[src/rtl/hazard_fwd_unit_param.sv]
// hazard_fwd_unit_param
// Forwarding and hazard unit that sits beside the ID stage of the 5-stage pipeline.
// For each ID read port it picks a bypass source from EX, MEM, WB or the register file.
// It detects load-use hazards and tracks an in-flight multiply so MFHI/MFLO can wait for HI/LO.
// It also counts stalled cycles, saturating at all-ones, for performance debug.
module hazard_fwd_unit_param #(
    parameter int NUM_RD   = 2,
    parameter int REG_AW   = 5,
    parameter int MULT_LAT = 4,
    parameter int CNT_W    = 16
) (
    input  logic                     i_clk,
    input  logic                     i_rst_n,
    input  logic [NUM_RD*REG_AW-1:0] id_src,
    input  logic [NUM_RD-1:0]        id_src_used,
    input  logic                     id_reads_hilo,
    input  logic [REG_AW-1:0]        ex_dst,
    input  logic                     ex_wr,
    input  logic                     ex_is_load,
    input  logic [REG_AW-1:0]        mem_dst,
    input  logic                     mem_wr,
    input  logic [REG_AW-1:0]        wb_dst,
    input  logic                     wb_wr,
    input  logic                     mult_start,
    input  logic                     flush,
    output logic [NUM_RD*2-1:0]      fwd_sel,
    output logic                     stall,
    output logic                     mult_busy,
    output logic                     mult_done,
    output logic [CNT_W-1:0]         stall_cnt
);

    localparam int MC_W = $clog2(MULT_LAT + 1);
    localparam logic [MC_W-1:0] MULT_LOAD = MC_W'(MULT_LAT);
    localparam logic [MC_W-1:0] MC_ONE    = MC_W'(1);

    logic [MC_W-1:0] mult_cnt;
    logic [MC_W-1:0] mult_cnt_nxt;
    logic            mult_done_nxt;
    logic            load_use;
    logic            hilo_stall;

    // Per-port bypass select with EX > MEM > WB > RF priority; a load in EX cannot forward yet, so it stalls instead
    always_comb begin
        fwd_sel  = '0;
        load_use = 1'b0;
        for (int k = 0; k < NUM_RD; k++) begin
            if (id_src_used[k] && (id_src[k*REG_AW +: REG_AW] != '0)) begin
                if (ex_wr && (ex_dst == id_src[k*REG_AW +: REG_AW])) begin
                    if (ex_is_load) begin
                        load_use = 1'b1;
                    end else begin
                        fwd_sel[k*2 +: 2] = 2'b11;
                    end
                end else if (mem_wr && (mem_dst == id_src[k*REG_AW +: REG_AW])) begin
                    fwd_sel[k*2 +: 2] = 2'b10;
                end else if (wb_wr && (wb_dst == id_src[k*REG_AW +: REG_AW])) begin
                    fwd_sel[k*2 +: 2] = 2'b01;
                end
            end
        end
    end

    // HI/LO scoreboard next state: flush beats a new multiply, a new multiply restarts the countdown
    always_comb begin
        mult_cnt_nxt  = mult_cnt;
        mult_done_nxt = 1'b0;
        if (flush) begin
            mult_cnt_nxt = '0;
        end else if (mult_start) begin
            mult_cnt_nxt = MULT_LOAD;
        end else if (mult_cnt != '0) begin
            mult_cnt_nxt  = mult_cnt - MC_ONE;
            mult_done_nxt = (mult_cnt == MC_ONE);
        end
    end

    assign mult_busy  = (mult_cnt != '0);
    assign hilo_stall = id_reads_hilo & (mult_busy | mult_start);
    assign stall      = load_use | hilo_stall;

    // Multiply countdown register and its registered completion pulse
    always_ff @(posedge i_clk or negedge i_rst_n) begin
        if (!i_rst_n) begin
            mult_cnt  <= '0;
            mult_done <= 1'b0;
        end else begin
            mult_cnt  <= mult_cnt_nxt;
            mult_done <= mult_done_nxt;
        end
    end

    // Saturating count of cycles in which the pipeline was held
    always_ff @(posedge i_clk or negedge i_rst_n) begin
        if (!i_rst_n) begin
            stall_cnt <= '0;
        end else if (stall && (stall_cnt != '1)) begin
            stall_cnt <= stall_cnt + CNT_W'(1);
        end
    end

endmodule

[config.mk]
export PLATFORM = sky130hd
export DESIGN_NAME = hazard_fwd_unit_param
export DESIGN_NICKNAME = d
export VERILOG_FILES = /design/src/rtl/hazard_fwd_unit_param.sv
export SDC_FILE = /design/constraint.sdc
export NUM_CORES = 1
export LEC_CHECK = 0
export CELL_PAD_IN_SITES_DETAIL_PLACEMENT = 1
export CELL_PAD_IN_SITES_GLOBAL_PLACEMENT = 1
export CORE_MARGIN = 2
export CORE_UTILIZATION = 34
export DETAILED_ROUTE_END_ITERATION = 10
export PLACE_DENSITY = 0.95
export SYNTH_ARGS = -nofsm -noshare
export SYNTH_HDL_FRONTEND = slang
export SYNTH_SLANG_ARGS = --single-unit
[constraint.sdc]
create_clock -name i_clk -period 5.5 [get_ports i_clk]
set_clock_uncertainty 0.05 [all_clocks]
set_input_delay 1.1 -clock i_clk [delete_from_list [all_inputs] [get_ports i_clk]]
set_output_delay 1.1 -clock i_clk [all_outputs]
set_load 0.02 [all_outputs]
# --- Word level (Yosys, flattened, before mapping) ---
# Cells that the tools add are included.
totals:
  register_bits: 20
  out_inout_bits: 23
  in_bits: 36
op_classes:
  add_sub_neg: 2
  mux: 21
  eq_ne: 8
  bitwise_logic: 3
  reduce_logical: 13
op_table:
  columns: ["operator", "n"]
  rows:
  - ["5-bit equality test", 6]
  - ["16-bit by 1-bit adder with 16-bit output, second input constant", 1]
  - ["16-bit inequality test, second input constant", 1]
  - ["2-bit 2-to-1 mux", 7]
  - ["1-bit 2-to-1 mux", 11]
  - ["5-bit nonzero test", 2]
  - ["1-bit logical AND", 9]
  - ["3-bit 2-to-1 mux", 3]
  - ["3-bit nonzero test", 2]
  - ["3-bit by 1-bit equality test with 1-bit output, second input constant", 1]
  - ["3-bit by 1-bit subtractor with 3-bit output, second input constant", 1]
  - ["1-bit bitwise OR", 2]
  - ["1-bit AND", 1]

# --- Longest topological paths before layout ---
# Gate-level depths: netlist (run 1).
logic_depth:
  depth_word: 9
  mapped_depth: 9
  depth_no_buf: 8

# --- Worst setup path before layout (run 1) ---
# OpenSTA, ideal clock, no wires.
synth_path:
  kind: "input to output"
  startpoint: "input id_src[6]"
  endpoint: "output stall"
  stages: 5
  arrival_ns: 2.286
  slack_ns: 2.064
  path_buffers: 0
  cell_sequence: "or4_1 -> o21ai_1 -> nor4_2 -> o21ai_0 -> nand2_1"
synth_via:
  elab_chain_len: 5
  word_cells_on_any_way: 7
synth_rtl:
  columns: ["item", "line_no", "text"]
  rows:
  - ["start: declaration", "14", "input logic [NUM_RD*REG_AW-1:0] id_src,"]
  - ["5-bit equality test", "49", "if (ex_wr && (ex_dst == id_src[k*REG_AW +: REG_AW])) begin"]
  - ["1-bit logical AND", "49", null]
  - ["1-bit 2-to-1 mux", "49", null]
  - ["1-bit 2-to-1 mux *", "48", "if (id_src_used[k] && (id_src[k*REG_AW +: REG_AW] != '0)) begin"]
  - ["1-bit bitwise OR *", "80", "assign stall = load_use | hilo_stall;"]
  - ["end: declaration", "27", "output logic stall,"]
# Every way passes the cells marked *; elsewhere a longest branch is shown, timed or not.

# --- Worst setup path after layout (run 1) ---
layout_path:
  startpoint: "input id_src[8]"
  endpoint: "output fwd_sel[2]"
layout_via:
  elab_chain_len: 6
  word_cells_on_any_way: 12
layout_rtl:
  columns: ["item", "line_no", "text"]
  rows:
  - ["5-bit equality test", "57", "end else if (wb_wr && (wb_dst == id_src[k*REG_AW +: REG_AW])) begin"]
  - ["1-bit logical AND", "57", null]
  - ["1-bit 2-to-1 mux", "57", null]
  - ["2-bit 2-to-1 mux", "55", "end else if (mem_wr && (mem_dst == id_src[k*REG_AW +: REG_AW])) begin"]
  - ["2-bit 2-to-1 mux", "49", null]
  - ["2-bit 2-to-1 mux *", "48", null]
  - ["end: declaration", "26", "output logic [NUM_RD*2-1:0] fwd_sel,"]
# Marks and branches as above.

==> results.md, run 1 <==
* Share of post-route cells with drive strength above 1 at under 10%
* Syn. warnings at 0
* Crit path from: id_src[8]
* Post-route DRC at 0
* PnR worst setup slack at 0.887 ns
* DR iter-0 viols at 84
* FP Rows at 23
* Critical Path Sink Type: output port
* Gate Count Post-Synth at 162
* Core outline area at between 4000 and 5000 um^2
* Die ar. at 4830 um^2
* WL final at 4200 um
* Last weighted congestion value of the routability-driven placer at between 0.8 and 0.9
* Leak Pwr at between 0.8 and 0.9 nW
* Max Cap Viol at 0
* Fin crit period at about 4.6 ns
* Post-CTS setup buffers at 0
* Final Util at a little over half
* Initial antenna violation count at 0
* Routed vias/inst at 5.19
* RSZ-0062 raised after global routing: false
* Worst-path fanout max at 4
* Average cell area after synthesis at 9.00 um^2
* Dominant cells by area after synthesis: dfrtp_1 (34%), xor2_1 (17%), xnor2_1 (9.6%)
* First-pass GRT wire length at ~7300 um
* Synth unique cells at 24
* Placed cell count at around 270
* Routed vias at 1417
* Clock slew at reported path FFs at about 0.080 ns
* EDFF count, synth at 0
* Final Setup Violations at 0
* Fin. Hold Viols at 0
* Crit path DAT at 3.46 ns
* First-pass DRT Iterations at 4
* Most common cell in the netlist: xor2_1
* Pins over their slew limit at 0
* Die width at around 70 um
* IO buf count at 58
* Worst path most repeated cell: clkdlybuf4s50_1
* Routed len/inst at 15.4 um
* PwrDens at about 270 nW/um^2
* Chip Height at 69.5 um
* Crit Reg-Reg Endpoint: stall_cnt[1]
* Clock Sinks at 20
* Clock Path Buffers at 2
* CTS Root Cell: clkbuf_8
* Top-area cell type share of the netlist area at between 30% and 40%
* Leading area contributor after synthesis: dfrtp_1
* CTS tree: yes
* Post-CTS sizing at 0
* Fraction of registers with async set/reset at 100%
* Status: completed
* Largest stage delay, worst path at about 0.62 ns
* Peak supply drop at 0.112 mV
* R2R Setup Slk at roughly 2.9 ns
* Dpl ws at ~0.90 ns
* WHS at about 0.46 ns
* Final Cycle Share at 83.9%
* Worst-skew pair later-pin latency at 0.27 ns
* Worst hold path type: flop to flop
* Vias in the first global route at ~1500
* Slew headroom at about 39%
* P&R area growth vs syn at 48.2%
* Sum Neg Setup Slack at 0 ns
* Initial Utilization at between 30% and 40%
* Least-Margin Pin Slew at 0.915 ns
* Max H-tree Level at 1
* Hold Startpoint: stall_cnt[6]
* Synth Flop Type: dfrtp_1
* Type of the worst setup path: input pin to output port
* Critical Path, Cell by Cell: clkdlybuf4s50_1 > xnor2_1 > nand2_1 > nor3_1 > mux2_2 > nor2_1 > clkdlybuf4s50_1
* Global Route Usage Sum at roughly a fifth
* Hold EP: stall_cnt[6]
* ANT nets after route at 0
* Fill count at 476
* Fmax at 0.217 GHz
* Post-Syn Area at ~1500 um^2
* Reg2reg path depth at 7
* Worst hold stages at 1
* Grt ovf at 0
* Largest net degree at the start of global routing at 21
* Worst Setup Start Kind: input pin
* CTS Hold Buffers Added at 0
* Total Nets Final at 264
* Post-Syn Nets at about 200
* Worst R2R Start: mult_cnt[0]
* Final cell count without fillers at approximately 270
* #FFs+latches synth at 20
* Total CTS buffers at 3
* Crit-path slowest cell: clkdlybuf4s50_1
* N_diodes at 0
* Sequential area share after synthesis at 34.3%
* Commonest cells in the netlist: xor2_1 (29), dfrtp_1 (20), nor2_1 (17)
* CP Data Required Time at 4.35 ns
* Post-DP HPWL at between 3000 and 4000 um
* I/O Pins at just under 60
==> cells by family after synthesis <==
| kind of cell | after synthesis | synth area share [%] |
|---|---|---|
| multiplexers | 4 | 3.09 |
| adder cells (fa/ha/maj) | 4 | 3.43 |
| buffers and inverters | 7 | 2.32 |
| AND/OR/NAND/NOR | 69 | 23.4 |
| flip-flops | 20 | 34.3 |
| AO/OA/AOI/OAI | 13 | 6.35 |
| XOR/XNOR | 45 | 27.0 |
==> layout make-up <==
cell class / instances / area [um^2] / share of cell area [%]
Sequential cell: 20 / 500 / 23.2
Multi-Input combinational cell: 135 / 923 / 42.7
Timing Repair Buffer: 58 / 581 / 26.9
Tap cell: 50 / 62.6 / 2.90
Clock buffer: 3 / 41.3 / 1.91
Clock inverter: 1 / 30.0 / 1.39
Inverter: 6 / 22.5 / 1.04
==> worst max path at each step <==
| stage | end | slack [ns] | cells after the start |
|---|---|---|---|
| after detailed placement | stall | 0.90 | 7 |
| after CTS | fwd_sel[2] | 0.89 | 7 |
| after global routing | fwd_sel[2] | 0.77 | 7 |
| after global placement | stall | 0.98 | 7 |
| after floorplan | stall | 2.06 | 5 |
| final | fwd_sel[2] | 0.89 | 7 |
==> per-layer routing <==
layer	share of wire [%]	global-route usage (%)	wire length [um]	vias to the layer above
met5	0	0	0	-
met4	1.9	5.88	79	0
met3	5.7	4.07	238	8
met2	52	34.2	2210	51
met1	40	21.4	1680	676
li1	-	-	-	682
==> placed cells by master, fill, tap and decap left out <==
| cell type | instances |
|---|---|
| a2111oi_0 | 1 |
| a21oi_1 | 4 |
| a32oi_1 | 1 |
| bufinv_16 | 1 |
| clkbuf_8 | 3 |
| clkdlybuf4s50_1 | 58 |
| dfrtp_1 | 20 |
| ha_1 | 4 |
| inv_1 | 6 |
| mux2_1 | 1 |
| mux2_2 | 3 |
| nand2_1 | 16 |
| nand2b_1 | 1 |
| nand3_1 | 10 |
| nand4_1 | 5 |
| nor2_1 | 17 |
| nor3_1 | 8 |
| nor4_1 | 8 |
| nor4_2 | 2 |
| o21ai_0 | 4 |
| o21ai_1 | 1 |
| o21ai_2 | 1 |
| o31ai_4 | 1 |
| or4_1 | 2 |
| xnor2_1 | 16 |
| xor2_1 | 29 |
==> per-stage QoR <==
step | area (um^2) | total power, mW
floorplan | 1460 | 0.323
global placement | 2090 | 0.430
detailed placement | 2090 | 0.443
CTS | 2160 | 0.593
global route | 2160 | 0.623
finish | 2160 | 0.585
==> power breakdown <==
part	total [mW]	internal (mW)	switching (mW)
sequential	0.212	0.175	0.0366
combinational	0.225	0.112	0.113
clock	0.149	0.0973	0.0517
total	0.585	0.384	0.202
==> worst max-delay path, delay by kind of cell <==
kind                   cells  cell delay [ns]
multiplexers               1             0.40
XOR/XNOR                   1             0.15
buffers and inverters      2             1.23
AND/OR/NAND/NOR            3             0.57
==> registers in the layout (all words and copies together), names as in the netlist <==
signal / count
mult_cnt: 3
stall_cnt: 16
mult_done: 1
(Power assumes the default switching activity.)
==> run 2: changes to the inputs <==
--- a/config.mk
+++ b/config.mk
@@ -8,9 +8,9 @@
 export CELL_PAD_IN_SITES_DETAIL_PLACEMENT = 1
 export CELL_PAD_IN_SITES_GLOBAL_PLACEMENT = 1
 export CORE_MARGIN = 2
-export CORE_UTILIZATION = 34
+export CORE_UTILIZATION = 28
 export DETAILED_ROUTE_END_ITERATION = 10
-export PLACE_DENSITY = 0.95
+export PLACE_DENSITY = 0.87
 export SYNTH_ARGS = -nofsm -noshare
 export SYNTH_HDL_FRONTEND = slang
 export SYNTH_SLANG_ARGS = --single-unit
==> constraint.sdc (replaced) <==
create_clock -name i_clk -period 3.9 [get_ports i_clk]
set_clock_uncertainty 0.05 [all_clocks]
set_input_delay 0.78 -clock i_clk [delete_from_list [all_inputs] [get_ports i_clk]]
set_output_delay 0.78 -clock i_clk [all_outputs]
set_load 0.02 [all_outputs]
==> run 2 against run 1 <==
Register-to-register slack worse by 1.7 ns. Sequential share of layout area is 1.2 points lower. Sequential power rose by 42%. Highest routed layer unchanged. Worst setup slack worse by 0.62 ns. Critical path type unchanged. Global-route usage fell by 2.3 points. Total power is 42% higher. Worst hold slack got worse by 0.010 ns. Clock power rose by 38%. Die area rose by 20%. Via count up 4.2%. First-iteration DRC count decreased by 33%.
==> results.md, run 2 (synthesis gave the netlist of run 1 again) <==
* RSZ-0062 raised after global routing: false (unchanged)
* Worst Setup Start Kind: input pin (unchanged)
* Initial antenna violation count at 0 (unchanged)
* Post-DP HPWL at 3720 um (was 3600 um)
* IO buf count at 58 (unchanged)
* CTS tree: yes (unchanged)
* Slew headroom at 40.0% (was 38.8%)
* Type of the worst setup path: input pin to output port (unchanged)
* First-pass DRT Iterations at 4 (unchanged)
* FP Rows at 26 (was 23)
* Worst-path fanout max at 4 (unchanged)
* Critical Path, Cell by Cell: clkdlybuf4s50_1 > xnor2_1 > nand2_1 > nor3_1 > mux2_2 > nor2_1 > dlygate4sd2_1 (was clkdlybuf4s50_1 > xnor2_1 > nand2_1 > nor3_1 > mux2_2 > nor2_1 > clkdlybuf4s50_1)
* Top reg by flops: stall_cnt (unchanged)
* Routed vias at 1477 (was 1417)
* Total Nets Final at 275 (was 264)
* Global Route Usage Sum at 16.3% (was 18.6%)
* Post-route DRC at 0 (unchanged)
* PwrDens at 363 nW/um^2 (was 271 nW/um^2)
* N_diodes at 0 (unchanged)
* Most frequent cells in the layout: clkdlybuf4s50_1 (53), xor2_1 (29), dfrtp_1 (20) (was clkdlybuf4s50_1 (58), xor2_1 (29), dfrtp_1 (20))
* WHS at 0.448 ns (was 0.459 ns)
* Final cell count without fillers at 304 (was 273)
* P&R area growth vs syn at 56.7% (was 48.2%)
* WL final at 4490 um (was 4200 um)
* Crit-path slowest cell: clkdlybuf4s50_1 (unchanged)
* Core outline area at 5070 um^2 (was 4060 um^2)
* Routed len/inst at 14.8 um (was 15.4 um)
* Chip Height at 76.2 um (was 69.5 um)
* Crit path buf inv count at 2 (unchanged)
* Status: completed (unchanged)
* Crit path DAT at 2.80 ns (was 3.46 ns)
* Grt ovf at 0 (unchanged)
* Max H-tree Level at 1 (unchanged)
* Initial Utilization at 28.7% (was 35.9%)
* Largest stage delay, worst path at 0.58 ns (was 0.62 ns)
* Dpl ws at -0.00988 ns (was 0.898 ns)
* Worst-skew pair later-pin latency at 0.26 ns (was 0.27 ns)
* Vias in the first global route at 1642 (was 1536)
* Last weighted congestion value of the routability-driven placer at 0.948 (was 0.826)
* Clock slew at reported path FFs at 0.08 ns (about the same)
* PnR worst setup slack at 0.267 ns (was 0.887 ns)
* CP delay by family, top: buffers and inverters (unchanged)
* CTS Root Cell: clkbuf_8 (unchanged)
* Critical Path Sink Type: output port (unchanged)
* Leak Pwr at 0.992 nW (was 0.866 nW)
* Share of post-route cells with drive strength above 1 at 9.83% (was 4.93%)
* Max FFs per register at 16 (unchanged)
* Most common cell after layout, fill and taps aside: clkdlybuf4s50_1 (unchanged)
* Least-Margin Pin Slew at 0.897 ns (was 0.915 ns)
* Die ar. at 5800 um^2 (was 4830 um^2)
* Pins over their slew limit at 0 (unchanged)
* Placed cell count at 300 (was 269)
* Final Cycle Share at 93.2%
* Fmax at 0.275 GHz
* Fin crit period at ~3.6 ns
* Fill count at 588 (was 476)
* Largest registers: stall_cnt: 16 flops, mult_cnt: 3 flops, mult_done: 1 flops (unchanged)
* Clock Sinks at 20 (unchanged)
* Routed vias/inst at 4.86 (was 5.19)
* CTS Hold Buffers Added at 0 (unchanged)
* Final Setup Violations at 0 (unchanged)
* Sum Neg Setup Slack at 0 ns (unchanged)
* Worst hold path type: flop to flop (unchanged)
* Die width at 76.2 um (was 69.5 um)
* Peak supply drop at 0.168 mV (was 0.112 mV)
* I/O Pins at 59 (unchanged)
* CP Data Required Time at 3.07 ns (was 4.35 ns)
* Max Cap Viol at 0 (unchanged)
* Final Power at 0.830 mW (was 0.585 mW)
* ANT nets after route at 0 (unchanged)
* Largest net degree at the start of global routing at 21 (unchanged)
* Fin. Hold Viols at 0 (unchanged)
* Total CTS buffers at 3 (unchanged)
* First-pass GRT wire length at 7710 um (was 7270 um)
* Clock Path Buffers at 2 (unchanged)
* Post-CTS setup buffers at 0 (unchanged)
* DR iter-0 viols at 56 (was 84)
-- run 2: power by group --
| part | switching [mW] | internal [mW] | total (mW) |
|---|---|---|---|
| logic | 0.162 | 0.163 | 0.325 |
| clock network | 0.0684 | 0.137 | 0.205 |
| registers | 0.0531 | 0.247 | 0.300 |
| total | 0.284 | 0.546 | 0.830 |
-- run 2: layer usage --
metal	routed length [um]	vias up	track usage, %
li1	-	700	-
met1	1790	716	17.5
met2	2400	54	31.9
met3	245	7	3.55
met4	61	0	4.73
met5	0	-	0
-- run 2: what timing repair did --
item	CTS	global route
gates resized for setup	1	5
endpoints found under the hold margin	0	0
endpoints found under the setup margin	1	4
-- run 2: path summary, 6_finish.rpt --
check	slack (ns)	to	start	cells after the start
setup / recovery	0.27	fwd_sel[2]	id_src[9]	7
hold / removal	0.45	stall_cnt[6]	stall_cnt[6]	1
setup reg to reg	1.26	stall_cnt[1]	mult_cnt[0]	7
hold reg to reg	0.45	stall_cnt[6]	stall_cnt[6]	1
max in group asynchronous	2.27	stall_cnt[8]	i_rst_n	1
min in group asynchronous	0.98	stall_cnt[14]	i_rst_n	1
-- run 2: area by class of cell --
type	count	area [um^2]	area share (%)
well taps	70	87.6	3.84
clock buffers	3	41.3	1.81
flip-flops and latches	20	500	21.9
multi-input cells	135	930	40.7
repair buffers	69	672	29.4
clock inverters	1	30.0	1.32
inverters	6	22.5	0.986
-- run 2: stage by stage --
stage	area [um^2]	utilization, %
floorplan	1460	-
global placement	2200	43.3
detailed placement	2200	43.3
CTS	2270	44.7
global route	2280	45.0
finish	2280	45.0
